==> src/rtl/disp_scan_ctrl_if.sv <==
`default_nettype none
// ============================================================================
// Module      : disp_scan_ctrl_if
// Description : Digit-image write port for disp_scan_ctrl. The request is held
//               until the one-cycle acknowledge returns.
// Revision    : 1.0 - initial release
// ============================================================================
interface disp_scan_ctrl_if;
  logic       wr_req;
  logic [2:0] wr_addr;
  logic [7:0] wr_data;
  logic       wr_ack;

  // Upstream writer
  modport master (
    output wr_req,
    output wr_addr,
    output wr_data,
    input  wr_ack
  );

  // Scan controller
  modport slave (
    input  wr_req,
    input  wr_addr,
    input  wr_data,
    output wr_ack
  );
endinterface
`default_nettype wire

==> src/rtl/disp_scan_ctrl.sv <==
`default_nettype none
// ============================================================================
// Module      : disp_scan_ctrl
// Description : Scan scheduler for a 6-digit multiplexed 7-segment display.
//               Double-buffered digit image (shadow -> disp at frame start),
//               per-digit dead-time blanking and 8-level PWM brightness.
// Revision    : 1.0 - initial release
// ============================================================================
module disp_scan_ctrl #(
  parameter int SCAN_DIV  = 10000,  // clock cycles per digit slot
  parameter int BLANK_CYC = 200     // dead-time cycles at slot start (>= 1)
) (
  input  logic            CLK,
  input  logic            RST_n,
  input  logic            enable,
  input  logic [2:0]      bright,
  disp_scan_ctrl_if.slave wr_if,
  output logic [7:0]      Row_Scan_Sig,
  output logic [5:0]      Column_Scan_Sig,
  output logic            frame_done
);

  // Slot geometry; the active phase splits into 8 equal PWM subslots.
  localparam int c_act    = SCAN_DIV - BLANK_CYC;
  localparam int c_sub    = c_act / 8;
  localparam int c_slot_w = $clog2(SCAN_DIV);
  localparam int c_sub_w  = (c_sub > 1) ? $clog2(c_sub) : 1;

  localparam logic [c_slot_w-1:0] c_slot_last  = c_slot_w'(SCAN_DIV - 1);
  localparam logic [c_slot_w-1:0] c_slot_pre   = c_slot_w'(SCAN_DIV - 2);
  localparam logic [c_slot_w-1:0] c_blank_last = c_slot_w'(BLANK_CYC - 1);
  localparam logic [c_slot_w-1:0] c_act_first  = c_slot_w'(BLANK_CYC);
  localparam logic [c_sub_w-1:0]  c_sub_last   = c_sub_w'(c_sub - 1);
  localparam logic [2:0]          c_digit_last = 3'd5;

  typedef enum logic [1:0] {
    ST_IDLE  = 2'd0,
    ST_BLANK = 2'd1,
    ST_ON    = 2'd2,
    ST_OFF   = 2'd3
  } state_e;

  state_e                state_q,    state_d;
  logic [c_slot_w-1:0]   slot_cnt_q, slot_cnt_d;
  logic [c_sub_w-1:0]    sub_cnt_q,  sub_cnt_d;
  logic [2:0]            subslot_q,  subslot_d;
  logic [2:0]            digit_q,    digit_d;
  logic [2:0]            bright_q,   bright_d;
  logic [7:0]            shadow_q [6];
  logic [7:0]            shadow_d [6];
  logic [7:0]            disp_q   [6];
  logic [7:0]            disp_d   [6];
  logic [7:0]            row_q,      row_d;
  logic [5:0]            col_q,      col_d;
  logic                  ack_q,      ack_d;
  logic                  frame_done_q, frame_done_d;
  logic                  frame_copy;

  // Scan sequencing: slot/subslot/digit counters and next state.
  always_comb begin
    state_d      = state_q;
    slot_cnt_d   = slot_cnt_q;
    sub_cnt_d    = sub_cnt_q;
    subslot_d    = subslot_q;
    digit_d      = digit_q;
    bright_d     = bright_q;
    frame_done_d = 1'b0;
    frame_copy   = 1'b0;

    case (state_q)
      ST_IDLE: begin
        if (enable) begin
          state_d    = ST_BLANK;
          slot_cnt_d = '0;
          digit_d    = 3'd0;
          bright_d   = bright;
          frame_copy = 1'b1;
        end
      end
      ST_BLANK: begin
        if (slot_cnt_q == c_blank_last) begin
          // Subslot 0 is always lit, whatever the brightness.
          state_d    = ST_ON;
          slot_cnt_d = c_act_first;
          sub_cnt_d  = '0;
          subslot_d  = 3'd0;
        end else begin
          slot_cnt_d = slot_cnt_q + c_slot_w'(1);
        end
      end
      ST_ON, ST_OFF: begin
        if (slot_cnt_q == c_slot_last) begin
          state_d    = ST_BLANK;
          slot_cnt_d = '0;
          bright_d   = bright;
          digit_d    = (digit_q == c_digit_last) ? 3'd0 : digit_q + 3'd1;
        end else begin
          slot_cnt_d = slot_cnt_q + c_slot_w'(1);
          if (sub_cnt_q == c_sub_last) begin
            sub_cnt_d = '0;
            subslot_d = subslot_q + 3'd1;
          end else begin
            sub_cnt_d = sub_cnt_q + c_sub_w'(1);
          end
          state_d = (subslot_d <= bright_q) ? ST_ON : ST_OFF;
          // Copy lands on the edge into the frame's last cycle, so a write
          // committing on that same edge still sees the old shadow copied.
          if ((slot_cnt_q == c_slot_pre) && (digit_q == c_digit_last)) begin
            frame_done_d = 1'b1;
            frame_copy   = 1'b1;
          end
        end
      end
      default: state_d = ST_IDLE;
    endcase

    // Disable abandons the slot; re-enable restarts the frame at digit 0.
    if (!enable) begin
      state_d      = ST_IDLE;
      slot_cnt_d   = '0;
      digit_d      = 3'd0;
      frame_done_d = 1'b0;
      frame_copy   = 1'b0;
    end
  end

  // Write port handshake and double-buffer update.
  always_comb begin
    ack_d    = wr_if.wr_req & ~ack_q;
    shadow_d = shadow_q;
    disp_d   = disp_q;
    if (frame_copy) begin
      disp_d = shadow_q;
    end
    // Addresses 6..7 match no entry: acknowledged and dropped.
    for (int i = 0; i < 6; i++) begin
      if (ack_d && (wr_if.wr_addr == 3'(i))) begin
        shadow_d[i] = wr_if.wr_data;
      end
    end
  end

  // Output drive for the upcoming cycle, derived from the next state.
  always_comb begin
    row_d = 8'hFF;
    col_d = 6'h3F;
    if (state_d == ST_ON) begin
      for (int i = 0; i < 6; i++) begin
        if (digit_d == 3'(i)) begin
          row_d    = disp_q[i];
          col_d[i] = 1'b0;
        end
      end
    end
  end

  // State, counters, buffers and registered outputs.
  always_ff @(posedge CLK or negedge RST_n) begin
    if (!RST_n) begin
      state_q      <= ST_IDLE;
      slot_cnt_q   <= '0;
      sub_cnt_q    <= '0;
      subslot_q    <= 3'd0;
      digit_q      <= 3'd0;
      bright_q     <= 3'd0;
      row_q        <= 8'hFF;
      col_q        <= 6'h3F;
      ack_q        <= 1'b0;
      frame_done_q <= 1'b0;
      for (int i = 0; i < 6; i++) begin
        shadow_q[i] <= 8'hFF;
        disp_q[i]   <= 8'hFF;
      end
    end else begin
      state_q      <= state_d;
      slot_cnt_q   <= slot_cnt_d;
      sub_cnt_q    <= sub_cnt_d;
      subslot_q    <= subslot_d;
      digit_q      <= digit_d;
      bright_q     <= bright_d;
      row_q        <= row_d;
      col_q        <= col_d;
      ack_q        <= ack_d;
      frame_done_q <= frame_done_d;
      for (int i = 0; i < 6; i++) begin
        shadow_q[i] <= shadow_d[i];
        disp_q[i]   <= disp_d[i];
      end
    end
  end

  assign Row_Scan_Sig    = row_q;
  assign Column_Scan_Sig = col_q;
  assign frame_done      = frame_done_q;
  assign wr_if.wr_ack    = ack_q;

endmodule
`default_nettype wire
==> src/flat_wrapper.sv <==
// flat-port wrapper written by rule: the top's interface ports become plain ports
module disp_scan_ctrl_flat 
#(
  parameter int SCAN_DIV  = 10000,                                
  parameter int BLANK_CYC = 200                                             
)
  (CLK, RST_n, enable, bright, Row_Scan_Sig, Column_Scan_Sig, frame_done, wr_if_wr_req, wr_if_wr_addr, wr_if_wr_data, wr_if_wr_ack);
  disp_scan_ctrl_if wr_if_i ();
  input  logic CLK;
  input  logic RST_n;
  input  logic enable;
  input  logic [2:0] bright;
  output logic [7:0] Row_Scan_Sig;
  output logic [5:0] Column_Scan_Sig;
  output logic frame_done;
  input wire logic [$bits(wr_if_i.wr_req)-1:0] wr_if_wr_req;
  input wire logic [$bits(wr_if_i.wr_addr)-1:0] wr_if_wr_addr;
  input wire logic [$bits(wr_if_i.wr_data)-1:0] wr_if_wr_data;
  output wire logic [$bits(wr_if_i.wr_ack)-1:0] wr_if_wr_ack;
  assign wr_if_i.wr_req = wr_if_wr_req;
  assign wr_if_i.wr_addr = wr_if_wr_addr;
  assign wr_if_i.wr_data = wr_if_wr_data;
  assign wr_if_wr_ack = wr_if_i.wr_ack;
  disp_scan_ctrl #(.SCAN_DIV(SCAN_DIV), .BLANK_CYC(BLANK_CYC)) u_core (.CLK(CLK), .RST_n(RST_n), .enable(enable), .bright(bright), .wr_if(wr_if_i), .Row_Scan_Sig(Row_Scan_Sig), .Column_Scan_Sig(Column_Scan_Sig), .frame_done(frame_done));
endmodule
==> config.mk <==
export PLATFORM = sky130hd
export DESIGN_NAME = disp_scan_ctrl_flat
export DESIGN_NICKNAME = d
export VERILOG_FILES = /design/src/rtl/disp_scan_ctrl_if.sv /design/src/rtl/disp_scan_ctrl.sv /design/src/flat_wrapper.sv
export SDC_FILE = /design/constraint.sdc
export NUM_CORES = 1
export LEC_CHECK = 0
export ABC_AREA = 1
export CORE_ASPECT_RATIO = 0.9
export CORE_MARGIN = 4
export CORE_UTILIZATION = 50
export DETAILED_ROUTE_END_ITERATION = 10
export GPL_TIMING_DRIVEN = 0
export PLACE_DENSITY = 0.69
export SLEW_MARGIN = 5
export SYNTH_ARGS = -nofsm -noshare
export SYNTH_HDL_FRONTEND = slang
export SYNTH_SLANG_ARGS = --single-unit
export TNS_END_PERCENT = 20
==> constraint.sdc <==
create_clock -name CLK -period 3.8 [get_ports CLK]
set_input_delay 1.14 -clock CLK [delete_from_list [all_inputs] [get_ports CLK]]
set_output_delay 1.14 -clock CLK [all_outputs]
set_load 0.1 [all_outputs]
==> Word level (Yosys, flattened, before mapping) <==
Index checks and enable logic that the tools add are counted.
{ "word_totals": {"reg_bits": 148, "input_bits": 18} }
{ "classes": {"n_addsub": 4, "order_cmp": 1, "eq_ne": 23, "n_mux": 46, "bitwise_logic": 2, "n_reduce_logical": 15} }
{ "op_table": {"columns": ["operator", "count"], "rows": [
  ["$mux 8", 7],
  ["$mux 14", 3],
  ["$pmux 14 s3", 1],
  ["$mux 11", 3],
  ["$mux 3", 10],
  ["$eq 14x14->1 const B", 2],
  ["$pmux 11 s2", 1],
  ["$pmux 3 s2", 3],
  ["$eq 3x3->1 const B", 5],
  ["$add 14x1->14 const B", 1],
  ["$eq 14x8->1 const B", 1],
  ["$eq 3x2->1 const B", 4],
  ["$mux 1", 12],
  ["$add 11x1->11 const B", 1],
  ["$eq 11x11->1 const B", 1],
  ["$logic_and 1x1->1", 7],
  ["$add 3x1->3 const B", 2],
  ["$eq 2x2->1 const B", 3],
  ["$eq 3x1->1 const B", 2],
  ["$logic_not 3->1", 2],
  ["$mux 2", 3],
  ["$mux 6", 1],
  ["$pmux 2 s3", 1],
  ["$reduce_and 3->1", 2],
  ["10 further kinds", 13]
]} }

==> Logic depth before layout (Yosys ltp) <==
{ "depth": {"depth_word": 13, "mapped_depth": 18, "depth_no_buf": 17} }

==> Worst setup path before layout <==
OpenSTA, ideal clock, no wires.
{ "synth_timing": {"path_type": "register to register", "start": "register u_core.sub_cnt_q[0]", "end": "register u_core.row_q[3] (netlist: u_core.Row_Scan_Sig[3])", "setup_time_ns": 0.060, "arrival_time_ns": 2.602, "t_required_ns": 3.740, "slack_ns": 1.138, "path_stages_with_launch": 19, "path_cell_list": "dfrtp_1 > inv_1 > ha_1 > nand4_1 > nor3_1 > and2_1 > xor2_1 > inv_1 > ha_1 > nand2_1 > or2_2 > a21oi_1 > o21ai_1 > nor2_1 > nor3_4 > buf_6 > o21ai_1 > inv_1 > nand2_1"} }
{ "synth_via": {"elab_chain_cells": 11} }
{ "synth_lines": {"columns": ["element", "line", "rtl"], "rows": [
  ["start, declared", "disp_scan_ctrl.sv:45", "logic [c_sub_w-1:0] sub_cnt_q, sub_cnt_d;"],
  ["start signal, assigned", "disp_scan_ctrl.sv:177", "sub_cnt_q <= sub_cnt_d;"],
  ["$eq 11x11->1", "disp_scan_ctrl.sv:99", "if (sub_cnt_q == c_sub_last) begin"],
  ["$mux 3", "disp_scan_ctrl.sv:99", null],
  ["$mux 3", "disp_scan_ctrl.sv:92", "if (slot_cnt_q == c_slot_last) begin"],
  ["$mux 3", "disp_scan_ctrl.sv:70", "case (state_q)"],
  ["$le 3x3->1", "disp_scan_ctrl.sv:105", "state_d = (subslot_d <= bright_q) ? ST_ON : ST_OFF;"],
  ["$mux 1", "disp_scan_ctrl.sv:105", null],
  ["$mux 2", "disp_scan_ctrl.sv:92", null],
  ["$pmux 2 s3", "disp_scan_ctrl.sv:70", null],
  ["$mux 2", "disp_scan_ctrl.sv:118", "if (!enable) begin"],
  ["via u_core.state_d[0]", "disp_scan_ctrl.sv:43", "state_e state_q, state_d;"],
  ["$eq 2x2->1", "disp_scan_ctrl.sv:147", "if (state_d == ST_ON) begin"],
  ["$mux 8", "disp_scan_ctrl.sv:147", null],
  ["via u_core.row_d[3]", "disp_scan_ctrl.sv:53", "logic [7:0] row_q, row_d;"],
  ["end signal, assigned", "disp_scan_ctrl.sv:181", "row_q <= row_d;"],
  ["end, declared", "disp_scan_ctrl.sv:53", null]
]} }
The timed path passes the listed nets, and every way through them passes these cells. The select of a mux whose other input is x is not followed.
A chain may end at the register's enable or synchronous reset.

==> Final worst setup path <==
{ "layout_timing": {"start": "register u_core.row_q[1] (netlist: u_core.Row_Scan_Sig[1])", "end": "output Row_Scan_Sig[1]"} }
{ "layout_rtl": {"columns": ["element", "line", "rtl"], "rows": [
  ["end, declared", "flat_wrapper.sv:13", "output logic [7:0] Row_Scan_Sig;"]
]} }
No word-level cell between the ends.

==> results by group <==
Status
  • Status: finished clean

Flow run
  • Max Cap Viol: 0

Placement
  • Placed Cells: 941
  • IO Port Bufs: 33
  • Placed cell areas: ~7300 µm²
  • HPWL after DPL: 10500 µm
  • Gp weighted congestion: 0.906

Detailed routing
  • Metal3 WL: 744 µm
  • 1st-pass router iterations: 5
  • Post-route ant nets: 0
  • Max Used Layer: met4
  • Met1 wire length: about 7000 µm
  • DRC Markers: 0
  • Routed wire length: roughly 15000 µm
  • Wirelength per Cell: 15.4 µm
  • Avg Vias per Cell: 5.31
  • DR iter-0 viols: 487
  • Vias after detailed routing: a little over 5000
  • Met2 wire length: between 6000 and 7000 µm

Logic synthesis
  • Number of flops mapped to enable cells by yosys: 0
  • Seq/Total Area, Yosys: 0.568
  • Synth Register Bits: ~150
  • Synthesized netlist cell count: 739
  • Synth Net Count: approximately 770
  • Synth Warn #: 0
  • Most used DFF post-synth: dfstp_2
  • Syn Area/Cell: 9.14 µm²
  • Netlist area before placement: 6760 µm²
  • Yosys cell types: 43
  • FFs w/ async S/R, synth: 1.00

Floorplan
  • Core ar.: 13300 µm²
  • Num ports: 34
  • FP Rows: 40
  • Die Y: around 120 µm
  • Die width: 131 µm
  • Die area: 15400 µm²
  • Initial Util: 0.508

Worst setup path
  • Critical path buffers and inverters: 1
  • CP max-delay cell: clkdlybuf4s50_1
  • Nature of the critical path endpoint: output pin
  • Critical path type: flop to output pin
  • Slowest Stage Delay on Critical Path: between 1 and 1.5 ns
  • Crit-path cells: clkdlybuf4s50_1
  • Worst-path maximum fanout: 1
  • Critical path arrival: 2.08 ns
  • CP Launch Type: flop
  • Critical path required time: 2.66 ns
  • CP top delay family: buffers and inverters

Clock tree
  • Clk root buf: clkbuf_16
  • H-tree lvl count: 4
  • Setup Buffers After CTS: 0
  • CTS clk-pin slew, worst paths: approximately 0.06 ns
  • Cts hold-fix bufs: 0
  • Clk buf depth: 2
  • TritonCTS Buffers: 17
  • Cts repair resizes: 0
  • Clk_lat worst skew: 0.42 ns
  • CTS tree: yes
  • Sink Count: about 150

Finish
  • Diodes inserted: 0
  • Final instance area: 7860 µm²
  • Non-Filler Instances: between 900 and 1000
  • Layout cells sized above 1: 0.233
  • P&R area growth vs syn: 16.3%
  • Final nets: 818

Timing
  • Tcrit/Tclk final: 0.847
  • Worst-Margin Slew: between 0.9 and 1 ns
  • Rel. slew slack: 0.344
  • Clock Skew: 0.00612 ns
  • Slew Viols, Final: 0
  • Hold WS: 0.459 ns
  • RSZ-0062 raised after global routing: no
  • Final hold viol count: 0
  • Min Tclk post-route: 3.22 ns
  • Fmax: 311 MHz
  • # setup viols final: 0

Power
  • Max rail drop VDD: 0.450 mV
  • Static Leak: 0.00339 µW
  • Power Total: 4060 µW
  • PwrDens: roughly 520 nW/µm²

Global route
  • Antenna violations before repair: 0
  • Gr usage total: 0.207
  • Largest net degree at the start of global routing: 83
  • First-pass GRT wire length: 25400 µm
  • Vias in the first global route: roughly 5100
  • Total global routing overflow: 0

Worst hold path
  • Hold Path Class: flop to flop
==> final cells by class <==
| type | count | area, µm² |
|---|---|---|
| Multi-Input combinational cell | 466 | 2400 |
| Clock buffer | 23 | 458 |
| Sequential cell | 148 | 3840 |
| Clock inverter | 8 | 75.1 |
| Timing Repair Buffer | 34 | 359 |
| Buffer | 21 | 120 |
| Fill cell | 1147 | 5450 |
| Tap cell | 168 | 210 |
| Inverter | 104 | 392 |
==> cell families after synthesis <==
kind of cell	count (synthesis)	share of synthesized area
AO/OA/AOI/OAI	155	0.119
XOR/XNOR	5	0.00648
adder cells (fa/ha/maj)	8	0.0148
buffers and inverters	125	0.0757
flip-flops	148	0.568
multiplexers	9	0.0150
AND/OR/NAND/NOR	289	0.200
==> state kept, by name, indices dropped and copies added, names as in the netlist <==
| signal | cells |
|---|---|
| u_core.Row_Scan_Sig | 8 |
| u_core.shadow_q | 48 |
| u_core.Column_Scan_Sig | 6 |
| u_core.state_q | 2 |
| u_core.subslot_q | 3 |
| u_core.digit_q | 3 |
| u_core.frame_done | 1 |
| u_core.slot_cnt_q | 14 |
| u_core.bright_q | 3 |
| u_core.sub_cnt_q | 11 |
| u_core.wr_if.wr_ack | 1 |
| u_core.disp_q | 48 |
==> Yosys cell counts, types with 7 or more instances <==
| cell type | count | area share |
|---|---|---|
| a21oi_1 | 32 | 0.024 |
| clkbuf_1 | 11 | 0.0061 |
| dfrtp_1 | 38 | 0.14 |
| dfstp_2 | 110 | 0.43 |
| ha_1 | 8 | 0.015 |
| inv_1 | 97 | 0.054 |
| mux2_2 | 9 | 0.015 |
| nand2_1 | 152 | 0.084 |
| nand2_2 | 8 | 0.0074 |
| nand3_1 | 36 | 0.027 |
| nand4_1 | 18 | 0.017 |
| nor2_1 | 42 | 0.023 |
| nor3_1 | 11 | 0.0081 |
| o21ai_0 | 102 | 0.076 |
| o21ai_1 | 7 | 0.0052 |
==> metal layers <==
layer  up-vias  global-route usage
met5         -                   0
met4         0              0.0746
met3        32              0.0569
met2       146               0.306
met1      2468               0.293
li1       2520                   -
==> worst paths after layout <==
check                                                 start                          endpoint  slack [ns]  cells past startpoint
max                        u_core.Row_Scan_Sig[1]$_DFF_PN1_                   Row_Scan_Sig[1]        0.58                      1
min                          u_core.slot_cnt_q[0]$_DFF_PN0_    u_core.slot_cnt_q[0]$_DFF_PN0_        0.46                      1
max reg2reg                 u_core.sub_cnt_q[0]$_DFFE_PN0P_  u_core.Row_Scan_Sig[6]$_DFF_PN1_        0.86                     18
min reg2reg                  u_core.slot_cnt_q[0]$_DFF_PN0_    u_core.slot_cnt_q[0]$_DFF_PN0_        0.46                      1
max in group asynchronous                             RST_n      u_core.disp_q[3]$_DFFE_PN1P_        2.25                      2
min in group asynchronous                             RST_n    u_core.slot_cnt_q[8]$_DFF_PN0_        0.72                      1
==> per-stage QoR <==
| stage | setup TNS [ns] | setup slack (ns) | utilization |
|---|---|---|---|
| after floorplan | 0 | 1.14 | - |
| after global placement | -386.98 | -3.91 | 0.548 |
| after CTS | 0 | 0.560 | 0.590 |
| after global routing | 0 | 0.548 | 0.590 |
| final | 0 | 0.580 | 0.590 |
| after detailed placement | 0 | 0.541 | 0.550 |
==> where the power goes <==
group	total, µW	switching (µW)	leakage (µW)	internal (µW)
Clock	1540	630	0.000266	914
Combinational	427	265	0.00145	162
Sequential	2090	114	0.00167	1980
Total	4060	1010	0.00339	3050
==> cells in the final DEF, fill, tap and decap left out, drive strengths merged, types with 2 or more instances in the layout <==
cell type	instances
nand3	40
inv	106
nor3b	2
ha	8
o21ai	109
xor2	4
clkinv	5
clkbuf	34
nand4	18
nor3	13
clkdlybuf4s50	32
mux2	9
o22ai	5
dfstp	110
nand2	162
a31oi	2
nor2	49
a21oi	32
o21a	2
a2bb2oi	2
buf	12
dfrtp	38
Power figures use the tool's default switching activity.
